`config.mk`:
```
export PLATFORM = sky130hd
export DESIGN_NAME = veda_mem_seq
export DESIGN_NICKNAME = d
export VERILOG_FILES = /design/src/rtl/veda_mem_pkg.sv /design/src/rtl/veda_mem_seq_lat_cnt.sv /design/src/rtl/veda_mem_seq.sv
export SDC_FILE = /design/constraint.sdc
export NUM_CORES = 1
export LEC_CHECK = 0
export ABC_AREA = 1
export CAP_MARGIN = 25
export CELL_PAD_IN_SITES_DETAIL_PLACEMENT = 0
export CELL_PAD_IN_SITES_GLOBAL_PLACEMENT = 1
export CORE_MARGIN = 3
export CORE_UTILIZATION = 35
export CTS_CLUSTER_SIZE = 40
export DETAILED_ROUTE_END_ITERATION = 8
export HOLD_SLACK_MARGIN = 0.1
export PLACE_DENSITY_LB_ADDON = 0.1
export SLEW_MARGIN = 0
export SYNTH_ARGS = -nofsm -noshare
export SYNTH_HDL_FRONTEND = slang
export SYNTH_SLANG_ARGS = --single-unit
```
`constraint.sdc`:
```
create_clock -name clk -period 2 [get_ports clk]
set_clock_uncertainty 0.15 [all_clocks]
set_input_delay 0.4 -clock clk [delete_from_list [all_inputs] [get_ports clk]]
set_output_delay 0.4 -clock clk [all_outputs]
set_load 0.01 [all_outputs]
```
`src/rtl/veda_mem_pkg.sv`:
```
// +-----------------------------------------------------------------------+
// | veda_mem_pkg : shared widths, op codes and state encoding             |
// | Rev 1.0                                                               |
// +-----------------------------------------------------------------------+
`default_nettype none

package veda_mem_pkg;

  localparam int VEDA_AW = 6;
  localparam int VEDA_DW = 8;

  typedef enum logic [1:0] {
    OP_WRITE = 2'b00,
    OP_READ  = 2'b01,
    OP_FILL  = 2'b10,
    OP_RSVD  = 2'b11
  } op_e;

  typedef logic [2:0] state_t;

  localparam logic [2:0] ST_IDLE     = 3'd0;
  localparam logic [2:0] ST_WRITE    = 3'd1;
  localparam logic [2:0] ST_FILL     = 3'd2;
  localparam logic [2:0] ST_RD_ISSUE = 3'd3;
  localparam logic [2:0] ST_RD_WAIT  = 3'd4;
  localparam logic [2:0] ST_RSP      = 3'd5;
  localparam logic [2:0] ST_VFY_WAIT = 3'd6;

endpackage

`default_nettype wire

```
`src/rtl/veda_mem_seq_lat_cnt.sv`:
```
// +-----------------------------------------------------------------------+
// | veda_lat_cnt : loadable down-counter that saturates at zero           |
// | Rev 1.0                                                               |
// +-----------------------------------------------------------------------+
`default_nettype none

module veda_lat_cnt #(
  parameter int W = 3
) (
  input  logic         clk,
  input  logic         rst,
  input  logic         i_load,
  input  logic [W-1:0] i_load_val,
  output logic         o_zero
);

  localparam logic [W-1:0] c_ONE = {{(W-1){1'b0}}, 1'b1};

  logic [W-1:0] r_cnt;

  always_ff @(posedge clk or posedge rst) begin
    if (rst) begin
      r_cnt <= '0;
    end else if (i_load) begin
      r_cnt <= i_load_val;
    end else if (r_cnt != '0) begin
      r_cnt <= r_cnt - c_ONE;
    end
  end

  assign o_zero = (r_cnt == '0);

endmodule

`default_nettype wire

```
`src/rtl/veda_mem_seq.sv`:
```
// +-----------------------------------------------------------------------+
// | veda_mem_seq : WRITE/READ/FILL command sequencer for the 64x8 memory  |
// | Optional read-back verify: define VEDA_SEQ_VERIFY_EN.  Rev 1.0        |
// +-----------------------------------------------------------------------+
`default_nettype none

module veda_mem_seq
  import veda_mem_pkg::*;
#(
  parameter int RD_LAT = 1
) (
  input  logic               clk,
  input  logic               rst,
  input  logic               i_cmd_valid,
  output logic               o_cmd_ready,
  input  logic [1:0]         i_cmd_op,
  input  logic [VEDA_AW-1:0] i_cmd_addr,
  input  logic [VEDA_AW-1:0] i_cmd_len,
  input  logic [VEDA_DW-1:0] i_cmd_data,
  input  logic               i_cmd_mode,
  output logic               o_rsp_valid,
  input  logic               i_rsp_ready,
  output logic [VEDA_DW-1:0] o_rsp_data,
  output logic [VEDA_AW-1:0] o_rsp_addr,
  output logic               o_mem_we,
  output logic [VEDA_AW-1:0] o_mem_address_a,
  output logic [VEDA_AW-1:0] o_mem_address_b,
  output logic [VEDA_DW-1:0] o_mem_dataIn,
  output logic               o_mem_Mode,
  input  logic [VEDA_DW-1:0] i_mem_dataOut,
  output logic               o_busy,
  output logic               o_err
);

  localparam logic [2:0]         c_LAT = 3'(RD_LAT);
  localparam logic [VEDA_AW-1:0] c_A1  = {{(VEDA_AW-1){1'b0}}, 1'b1};

  state_t             r_state;
  state_t             w_next;
  logic               r_cmd_ready;
  logic               r_busy;
  logic               r_rsp_valid;
  logic               r_err;
  logic               r_we;
  logic               r_mode;
  logic [VEDA_AW-1:0] r_addr_a;
  logic [VEDA_AW-1:0] r_addr_b;
  logic [VEDA_AW-1:0] r_len;
  logic [VEDA_DW-1:0] r_din;
  logic [VEDA_DW-1:0] r_rsp_data;
  logic [VEDA_AW-1:0] r_rsp_addr;
  logic               w_accept;
  logic               w_cnt_load;
  logic               w_cnt_zero;

  assign w_accept = i_cmd_valid & r_cmd_ready;

`ifdef VEDA_SEQ_VERIFY_EN
  assign w_cnt_load = (r_state == ST_RD_ISSUE) | (r_state == ST_WRITE) | (r_state == ST_FILL);
`else
  assign w_cnt_load = (r_state == ST_RD_ISSUE);
`endif

  veda_lat_cnt #(.W(3)) u_lat_cnt (
    .clk        (clk),
    .rst        (rst),
    .i_load     (w_cnt_load),
    .i_load_val (c_LAT),
    .o_zero     (w_cnt_zero)
  );

  always_comb begin
    w_next = r_state;
    case (r_state)
      ST_IDLE: begin
        if (w_accept) begin
          case (op_e'(i_cmd_op))
            OP_WRITE: w_next = ST_WRITE;
            OP_READ:  w_next = ST_RD_ISSUE;
            OP_FILL:  w_next = ST_FILL;
            default:  w_next = ST_IDLE;
          endcase
        end
      end
      ST_WRITE, ST_FILL: begin
`ifdef VEDA_SEQ_VERIFY_EN
        w_next = ST_VFY_WAIT;
`else
        w_next = (r_len == '0) ? ST_IDLE : ST_FILL;
`endif
      end
      ST_RD_ISSUE: w_next = ST_RD_WAIT;
      ST_RD_WAIT:  if (w_cnt_zero) w_next = ST_RSP;
      ST_RSP:      if (i_rsp_ready) w_next = ST_IDLE;
`ifdef VEDA_SEQ_VERIFY_EN
      ST_VFY_WAIT: if (w_cnt_zero) w_next = (r_len == '0) ? ST_IDLE : ST_FILL;
`endif
      default:     w_next = ST_IDLE;
    endcase
  end

  // WRITE is carried as a one-word FILL (r_len = 0) so both share the write path.
  always_ff @(posedge clk or posedge rst) begin
    if (rst) begin
      r_state     <= ST_IDLE;
      r_cmd_ready <= 1'b0;
      r_busy      <= 1'b0;
      r_rsp_valid <= 1'b0;
      r_err       <= 1'b0;
      r_we        <= 1'b0;
      r_mode      <= 1'b0;
      r_addr_a    <= '0;
      r_addr_b    <= '0;
      r_len       <= '0;
      r_din       <= '0;
      r_rsp_data  <= '0;
      r_rsp_addr  <= '0;
    end else begin
      r_state     <= w_next;
      r_cmd_ready <= (w_next == ST_IDLE);
      r_busy      <= (w_next != ST_IDLE);
      r_rsp_valid <= (w_next == ST_RSP);
      case (r_state)
        ST_IDLE: begin
          if (w_accept) begin
            r_mode <= i_cmd_mode;
            case (op_e'(i_cmd_op))
              OP_WRITE, OP_FILL: begin
                r_we     <= 1'b1;
                r_addr_a <= i_cmd_addr;
                r_din    <= i_cmd_data;
                r_len    <= (op_e'(i_cmd_op) == OP_FILL) ? i_cmd_len : '0;
              end
              OP_READ: r_addr_b <= i_cmd_addr;
              default: r_err    <= 1'b1;
            endcase
          end
        end
        ST_WRITE, ST_FILL: begin
`ifdef VEDA_SEQ_VERIFY_EN
          r_we     <= 1'b0;
          r_addr_b <= r_addr_a;
`else
          if (r_len == '0) begin
            r_we <= 1'b0;
          end else begin
            r_addr_a <= r_addr_a + c_A1;
            r_len    <= r_len - c_A1;
          end
`endif
        end
        ST_RD_WAIT: begin
          if (w_cnt_zero) begin
            r_rsp_data <= i_mem_dataOut;
            r_rsp_addr <= r_addr_b;
          end
        end
`ifdef VEDA_SEQ_VERIFY_EN
        ST_VFY_WAIT: begin
          if (w_cnt_zero) begin
            if (i_mem_dataOut != r_din) r_err <= 1'b1;
            if (r_len != '0) begin
              r_we     <= 1'b1;
              r_addr_a <= r_addr_a + c_A1;
              r_len    <= r_len - c_A1;
            end
          end
        end
`endif
        default: ;
      endcase
    end
  end

  assign o_cmd_ready     = r_cmd_ready;
  assign o_busy          = r_busy;
  assign o_rsp_valid     = r_rsp_valid;
  assign o_rsp_data      = r_rsp_data;
  assign o_rsp_addr      = r_rsp_addr;
  assign o_err           = r_err;
  assign o_mem_we        = r_we;
  assign o_mem_address_a = r_addr_a;
  assign o_mem_address_b = r_addr_b;
  assign o_mem_dataIn    = r_din;
  assign o_mem_Mode      = r_mode;

endmodule

`default_nettype wire

```
==> impl_metrics.env, run 1 <==
export IMPL_status="finished, final reports clean"
export IMPL_timing_worst_setup_path_type="reg -> out"
export IMPL_synth_mux_area_frac=0.0679
export IMPL_path_delay_family="buffers and inverters"
export IMPL_placed_area_um2=3510
export IMPL_cp_max_fo=6
export IMPL_synth_edf_count=0
export IMPL_critPathRequiredTime_ns=1.45
export IMPL_layout_min_cycle_time_ns=1.87
export IMPL_clk_pin_slew_ns=0.09
export IMPL_overflow=0
export IMPL_path_buf_inv=1
export IMPL_slowest_stage="clkdlybuf4s50_1"
export IMPL_num_rows=30
export IMPL_cts_path_max_buffers=2
export IMPL_power_mw=5.02
export IMPL_vias=2079
export IMPL_synth_fp_nets=328
export IMPL_cpPeakStageDelay_ns=0.57
export IMPL_die_area_um2=8330
export IMPL_die_height_um=91.3
export IMPL_ys_top_cells_by_area="dfrtp_1 51%, nand2_1 13%, inv_1 5.9%"
export IMPL_synthFlopType="dfrtp_1"
export IMPL_first_global_vias=1979
export IMPL_final_area_um2=3600
export IMPL_slew_violations=0
export IMPL_htreeDepth=2
export IMPL_syn_area_um2=2540
export IMPL_yosysWarnings=0
export IMPL_initial_core_util=0.368
export IMPL_cts_tree="built"
export IMPL_ys_seq_elements=52
export IMPL_worstHoldPathType="in -> async"
export IMPL_n_antenna_cell=0
export IMPL_hold_viol_final=0
export IMPL_max_clock_freq_ghz=0.535
export IMPL_synth_most_common_cell="nand2_1"
export IMPL_period_share=0.934
export IMPL_drc_errors=0
export IMPL_io_pins=75
export IMPL_power_density_nw_per_um2=1390
export IMPL_synthCells=284
export IMPL_vdd_drop_max_v=0.000524
export IMPL_dpl_hpwl_um=4000
export IMPL_drt_pass1_iter_count=4
export IMPL_postLayoutSetupSlackWorst_ns=0.131
export IMPL_cts_buffers=5
export IMPL_vias_per_cell=4.42
export IMPL_worstPathCellList="clkdlybuf4s50_1"
export IMPL_synth_simple_area_share=0.209
export IMPL_die_w_um=91.3
export IMPL_cp_start_kind="register"
export IMPL_fin_cells=470
export IMPL_grt_use_total=0.137
export IMPL_ys_async_sr_fraction=1.00
export IMPL_ys_types=22
export IMPL_synth_top_cell_area_share=0.512
export IMPL_r2r_slack_ns=0.27
export IMPL_setup_viol=0
export IMPL_nets=417
export IMPL_synthTopCellsByCount="87 x nand2_1, 52 x dfrtp_1, 40 x inv_1"
export IMPL_synth_top_area_cell="dfrtp_1"
export IMPL_wirelength_um=5310
export IMPL_synth_compound_area_frac=0.0728
export IMPL_grt_max_degree=53
export IMPL_wl_per_cell_um=11.3
export IMPL_cts_sinks=52
export IMPL_antenna_found_initial=0
export IMPL_drive_above_1_share=0.131
export IMPL_coreArea_um2=6910
export IMPL_io_buffers=74
export IMPL_arrival_ns=1.32
export IMPL_pre_cts_ws_ns=-0.150
export IMPL_grt_pass1_wl_um=9320
export IMPL_leakage_nw=1.78
export IMPL_first_iter_violations=90
export IMPL_syn_to_final_growth_pct=41.7
export IMPL_yosys_area_share_adder=0.0443
export IMPL_routabilityCongestion=0.742
export IMPL_worst_pin_slew_ns=0.280
export IMPL_max_slew_margin_rel=0.813
export IMPL_placed_cells=462
export IMPL_clockRootBuffer="clkbuf_8"
export IMPL_ant_nets=0
export IMPL_clk_insertion_delay_late_ns=0.30
export IMPL_syn_avg_cell_area_um2=8.96
export IMPL_synth_xor_area_frac=0.0138
export IMPL_yosysSeqAreaShare=0.512
export IMPL_critPathCaptureType="output port"
export IMPL_maxCapViolCount=0
export IMPL_synth_top_family_by_area="simple AND/OR/NAND/NOR gates"
export IMPL_grt_setup_unrepaired="no"
[layer usage]
layer | wire length, um | track usage | vias to the layer above
met4 | 46 | 0.0339 | 0
met2 | 2290 | 0.208 | 63
met5 | 0 | 0 | -
li1 | - | - | 1061
met1 | 2560 | 0.187 | 950
met3 | 407 | 0.0472 | 5
[metrics by stage]
stage | hold WS, ns | util | setup TNS, ns
3_5_place_dp | 0.302 | 0.508 | -1.69
3_3_place_gp | 0.298 | 0.508 | -1.65
6_report | 0.317 | 0.522 | 0
4_1_cts | 0.321 | 0.522 | 0
2_1_floorplan | 0.315 | - | 0
5_1_grt | 0.343 | 0.522 | 0
[final cells by class]
| cell class | count | area, um^2 |
|---|---|---|
| repair buffers | 87 | 888 |
| flip-flops and latches | 52 | 1300 |
| clock buffers | 7 | 86.3 |
| clock inverters | 1 | 7.51 |
| inverters | 43 | 161 |
| well taps | 96 | 120 |
| fillers | 707 | 3300 |
| multi-input cells | 184 | 1040 |
[report_power, final]
part	switching [mW]	internal [mW]
clock	0.332	0.282
sequential	0.302	1.51
combinational	1.27	1.32
[flip-flops by register name, indices dropped and copies added, names as in the netlist, 3 cells and up]
name and flops:
r_state 3, o_mem_address_b 6, u_lat_cnt.r_cnt 3, o_rsp_addr 6
o_mem_address_a 6, o_rsp_data 8, o_mem_dataIn 8, r_len 6
[final timing paths]
check,start,endpoint,cells past startpoint
worst max-delay path,o_mem_address_a[3]$_DFFE_PP0P_,o_mem_address_a[3],1
worst min-delay path,rst,o_rsp_data[5]$_DFFE_PP0P_,3
worst max register to register,u_lat_cnt.r_cnt[0]$_DFFE_PP0P_,o_rsp_data[2]$_DFFE_PP0P_,7
worst min register to register,o_err$_DFFE_PP0P_,o_err$_DFFE_PP0P_,1
max in group asynchronous,rst,o_mem_address_a[5]$_DFFE_PP0P_,3
min in group clk,o_err$_DFFE_PP0P_,o_err$_DFFE_PP0P_,1
[cell usage in the layout (no fill, tap or decap)]
master	synthesis	layout
nand4_1	4	4
inv_2	3	5
nand3_1	9	9
clkinvlp_4	0	1
buf_12	0	4
clkbuf_8	0	6
o21ai_2	2	2
ha_1	9	9
nor2_2	0	1
dfrtp_1	52	52
o21ai_0	12	12
xnor2_1	1	1
nand3_2	1	1
nor2_1	15	14
nor2_4	5	5
a21oi_1	4	4
mux2_2	6	6
xor2_1	3	3
clkdlybuf4s50_1	0	74
mux2_4	7	7
inv_1	40	38
nand2_1	87	87
nand2_2	2	2
clkbuf_1	0	1
o21ai_1	16	16
a21o_1	1	1
buf_4	0	9
[timing repair]
item / 4_1_cts / 5_1_grt
setup endpoints to repair: 0 / 3
hold buffers: 0 / 0
resized for setup: 0 / 2
setup buffers: 0 / 0
[kinds of logic after synthesis]
| group | count (synthesis) |
|---|---|
| flip-flops | 52 |
| adder cells (fa/ha/maj) | 9 |
| multiplexers | 13 |
| buffers and inverters | 48 |
| AO/OA/AOI/OAI | 35 |
| XOR/XNOR | 4 |
| AND/OR/NAND/NOR | 123 |
Power figures use the tool's default switching activity.
==> run 2, diff against run 1 <==
==> constraint.sdc (replaced) <==
create_clock -name clk -period 2 [get_ports clk]
set_clock_uncertainty 0.15 [all_clocks]
set_input_delay 0.6 -clock clk [delete_from_list [all_inputs] [get_ports clk]]
set_output_delay 0.6 -clock clk [all_outputs]
set_load 0.01 [all_outputs]
==> impl_metrics.env, run 2 (synthesized netlist as in run 1, its figures left out) <==
export IMPL_status="finished, final reports clean"
export IMPL_timing_worst_setup_path_type="reg -> out"
export IMPL_overflow=0
export IMPL_final_common_cell="nand2_1"
export IMPL_pwr_share_comb=0.517
export IMPL_max_clock_freq_ghz=0.511
export IMPL_io_pins=75
export IMPL_io_buffers=74
export IMPL_die_w_um=91.3
export IMPL_cpPeakStageDelay_ns=0.54
export IMPL_nets=426
export IMPL_n_antenna_cell=0
export IMPL_vdd_drop_max_v=0.000565
export IMPL_grt_pass1_wl_um=9960
export IMPL_ant_nets=0
export IMPL_vias_per_cell=4.42
export IMPL_grt_setup_unrepaired="no"
export IMPL_layout_min_cycle_time_ns=1.96
export IMPL_routabilityCongestion=0.769
export IMPL_swShare=0.379
export IMPL_die_area_um2=8330
export IMPL_initial_core_util=0.368
export IMPL_worstHoldPathType="reg -> reg"
export IMPL_cp_max_fo=2
export IMPL_critPathRequiredTime_ns=1.25
export IMPL_drive_above_1_share=0.167
export IMPL_worstPathCellList="clkdlybuf4s50_1"
export IMPL_period_share=0.978
export IMPL_placed_area_um2=3570
export IMPL_cts_path_max_buffers=2
export IMPL_cp_start_kind="register"
export IMPL_wirelength_um=5740
export IMPL_power_mw=5.14
export IMPL_critPathCaptureType="output port"
export IMPL_path_delay_family="buffers and inverters"
export IMPL_worst_pin_slew_ns=0.342
export IMPL_final_area_um2=3750
export IMPL_coreArea_um2=6910
export IMPL_first_global_vias=2090
export IMPL_grt_max_degree=18
export IMPL_cts_tree="built"
export IMPL_htreeDepth=2
export IMPL_num_rows=30
export IMPL_final_cell_mix="86 x nand2_1, 52 x dfrtp_1, 48 x clkdlybuf4s50_1, 37 x inv_1"
export IMPL_placed_cells=468
export IMPL_clockRootBuffer="clkbuf_8"
export IMPL_dpl_hpwl_um=4440
export IMPL_intPower_mw=3.19
export IMPL_slew_violations=0
export IMPL_fin_cells=479
export IMPL_max_slew_margin_rel=0.772
export IMPL_clk_pin_slew_ns=0.09
export IMPL_seqPwrFrac=0.344
export IMPL_vias=2116
export IMPL_clk_insertion_delay_late_ns=0.30
export IMPL_maxCapViolCount=0
export IMPL_wl_per_cell_um=12.0
export IMPL_setup_viol=0
export IMPL_drc_errors=0
export IMPL_path_buf_inv=1
export IMPL_first_iter_violations=64
export IMPL_drt_pass1_iter_count=4
export IMPL_p_clk_frac=0.138
export IMPL_cts_buffers=5
export IMPL_switchingPower_mw=1.95
export IMPL_syn_to_final_growth_pct=47.5
export IMPL_hold_viol_final=0
export IMPL_slowest_stage="clkdlybuf4s50_1"
export IMPL_cts_sinks=52
export IMPL_antenna_found_initial=0
export IMPL_grt_use_total=0.148
export IMPL_power_density_nw_per_um2=1370
export IMPL_die_height_um=91.3
export IMPL_arrival_ns=1.21
export IMPL_leakage_nw=2.04
run 2: changes by cell type in the layout (fill, tap and decap cells not counted), sizes merged:
cell	before	now
dlygate4sd2	0	10
clkinv	0	1
inv	43	42
dlymetal6s2s	0	16
clkdlybuf4s50	74	48
buf	13	22
bufinv	0	1
clkbuf	7	6
run 2: stage by stage:
stage | TNS (ns) | utilization | hold slack [ns] | worst slack [ns]
detailed placement | -6.74 | 0.517 | 0.304 | -0.341
CTS | 0 | 0.535 | 0.333 | 0.000224
finish | 0 | 0.543 | 0.317 | 0.0448
global placement | -5.81 | 0.517 | 0.291 | -0.303
global route | 0 | 0.543 | 0.344 | 0.000156
floorplan | 0 | - | 0.315 | 0.188
run 2: repair_timing:
item / in CTS / in global routing
pin swaps: 2 / 2
buffers inserted: 3 / 0
hold endpoints to repair: 0 / 0
gates cloned: 0 / 0
hold buffers: 0 / 0
resized for setup: 13 / 23
endpoints found under the setup margin: 18 / 28
run 2: per-layer routing:
metal,share of wire,global-route usage
met2,0.45,0.230
met5,0,0
met3,0.065,0.0456
met4,0.012,0.0452
met1,0.47,0.197
run 2: final timing paths:
check | endpoint | from | cells past startpoint | slack, ns
min | o_err$_DFFE_PP0P_ | o_err$_DFFE_PP0P_ | 1 | 0.32
max | o_rsp_addr[0] | o_rsp_addr[0]$_DFFE_PP0P_ | 1 | 0.04
min in group asynchronous | o_busy$_DFF_PP0_ | rst | 2 | 0.48
min reg2reg | o_err$_DFFE_PP0P_ | o_err$_DFFE_PP0P_ | 1 | 0.32
max reg2reg | o_rsp_data[0]$_DFFE_PP0P_ | u_lat_cnt.r_cnt[0]$_DFFE_PP0P_ | 7 | 0.32
max in group asynchronous | r_state[0]$_DFF_PP0_ | rst | 3 | 0.79
run 2: power by group through the flow:
stage | Clock (mW) | Sequential (mW) | Combinational, mW
6_report | 0.712 | 1.77 | 2.66
5_1_grt | 0.784 | 1.85 | 3.00
4_1_cts | 0.743 | 1.79 | 2.72
2_1_floorplan | 0 | 1.96 | 1.33
3_5_place_dp | 0 | 1.83 | 2.69
3_3_place_gp | 0 | 1.82 | 2.65
run 2: final cells by class:
type,count,area [um^2]
timing repair buffer,96,1000
sequential,52,1300
tap,96,120
clock buffer,6,72.6
inverter,43,165
clock inverter,2,35.0
multi-input combinational,184,1050
fill,681,3160
==> run 3, diff against run 2 <==
==> constraint.sdc (replaced) <==
create_clock -name clk -period 2.1 [get_ports clk]
set_clock_uncertainty 0.15 [all_clocks]
set_input_delay 0.63 -clock clk [delete_from_list [all_inputs] [get_ports clk]]
set_output_delay 0.63 -clock clk [all_outputs]
set_load 0.01 [all_outputs]
==> impl_metrics.env, run 3 (synthesized netlist as in run 1, its figures left out) <==
export IMPL_status="finished, final reports clean"
export IMPL_cts_buffers=5
export IMPL_power_density_nw_per_um2=1330
export IMPL_overflow=0
export IMPL_cts_sinks=52
export IMPL_num_rows=30
export IMPL_vdd_drop_max_v=0.000521
export IMPL_final_area_um2=3640
export IMPL_vias=2082
export IMPL_setup_viol=0
export IMPL_dpl_hpwl_um=3860
export IMPL_n_antenna_cell=0
export IMPL_first_global_vias=2067
export IMPL_critPathRequiredTime_ns=1.32
export IMPL_critPathCaptureType="output port"
export IMPL_clk_pin_slew_ns=0.10
export IMPL_crit_reg2reg_launch="u_lat_cnt.r_cnt[0]$_DFFE_PP0P_"
export IMPL_arrival_ns=1.25
export IMPL_die_height_um=91.3
export IMPL_path_delay_family="buffers and inverters"
export IMPL_clk_insertion_delay_late_ns=0.30
export IMPL_worst_pin_slew_ns=0.316
export IMPL_hold_depth=1
export IMPL_grt_max_degree=53
export IMPL_first_iter_violations=64
export IMPL_worstHoldPathType="reg -> reg"
export IMPL_setup_tns_ns=0
export IMPL_fin_util=0.527
export IMPL_max_clock_freq_ghz=0.491
export IMPL_cp_start_kind="register"
export IMPL_drive_above_1_share=0.153
export IMPL_drc_errors=0
export IMPL_coreArea_um2=6910
export IMPL_path_buf_inv=1
export IMPL_htreeDepth=2
export IMPL_routabilityCongestion=0.750
export IMPL_cpPeakStageDelay_ns=0.55
export IMPL_antenna_found_initial=0
export IMPL_cts_path_max_buffers=2
export IMPL_worstPathCellList="clkdlybuf4s50_1"
export IMPL_grt_use_total=0.137
export IMPL_io_pins=75
export IMPL_clockRootBuffer="clkbuf_8"
export IMPL_ant_nets=0
export IMPL_initial_core_util=0.368
export IMPL_crit_start="o_mem_address_a[5]$_DFFE_PP0P_"
export IMPL_grt_pass1_wl_um=9400
export IMPL_timing_worst_setup_path_type="reg -> out"
export IMPL_drt_pass1_iter_count=4
export IMPL_maxCapViolCount=0
export IMPL_cts_tree="built"
export IMPL_hold_path_startpoint="o_err$_DFFE_PP0P_"
export IMPL_power_mw=4.83
export IMPL_cp_depth=1
export IMPL_syn_to_final_growth_pct=43.1
export IMPL_vias_per_cell=4.38
export IMPL_placed_area_um2=3500
export IMPL_wirelength_um=5290
export IMPL_slowest_stage="clkdlybuf4s50_1"
export IMPL_wl_per_cell_um=11.1
export IMPL_layout_min_cycle_time_ns=2.03
export IMPL_nets=422
export IMPL_io_buffers=74
export IMPL_max_slew_margin_rel=0.788
export IMPL_die_w_um=91.3
export IMPL_grt_setup_unrepaired="yes"
export IMPL_leakage_nw=1.81
export IMPL_period_share=0.969
export IMPL_slew_violations=0
export IMPL_cp_max_fo=4
export IMPL_final_common_cell="nand2_1"
export IMPL_die_area_um2=8330
export IMPL_final_cell_mix="86 x nand2_1, 73 x clkdlybuf4s50_1, 52 x dfrtp_1, 38 x inv_1, 16 x o21ai_1"
export IMPL_r2r_cells=7
export IMPL_hold_viol_final=0
==> run 3: where the power goes <==
part	switching [mW]	internal (mW)	leakage, nW
sequential	0.255	1.43	0.649
combinational	1.26	1.32	1.12
clock	0.332	0.233	0.0479
==> run 3: repair_timing <==
action,in CTS,in global routing
setup endpoints to repair,3,14
setup buffers,1,3
cloned,0,0
hold buffers,0,0
pin swaps,0,2
endpoints found under the hold margin,0,0
gates resized for setup,1,6
==> run 3: worst paths after layout <==
| kind | slack [ns] | endpoint |
|---|---|---|
| max reg2reg | 0.24 | o_rsp_data[1]$_DFFE_PP0P_ |
| min reg2reg | 0.32 | o_err$_DFFE_PP0P_ |
| min in group asynchronous | 0.54 | o_rsp_data[5]$_DFFE_PP0P_ |
| max | 0.07 | o_mem_address_a[5] |
| max in group asynchronous | 1.03 | u_lat_cnt.r_cnt[1]$_DFFE_PP0P_ |
| min | 0.32 | o_err$_DFFE_PP0P_ |
==> run 3: area by class of cell <==
type | count | area [um^2]
clock buffer | 5 | 68.8
clock inverter | 3 | 18.8
fill | 686 | 3270
inverter | 43 | 161
multi-input combinational | 184 | 1050
sequential | 52 | 1300
tap | 96 | 120
timing repair buffer | 92 | 916
==> run 3: per-stage QoR <==
step / hold WS [ns] / instances / worst slack (ns)
floorplan: 0.315 / 284 / 0.0621
global placement: 0.298 / 463 / -0.288
detailed placement: 0.301 / 463 / -0.326
CTS: 0.331 / 472 / 0.0257
global route: 0.373 / 475 / -0.0167
finish: 0.319 / 475 / 0.0653
==> run 3: per-layer routing <==
layer / global-route usage / wire length (um)
met1: 0.176 / 2520
met2: 0.221 / 2330
met3: 0.0456 / 393
met4: 0.0377 / 44
met5: 0 / 0
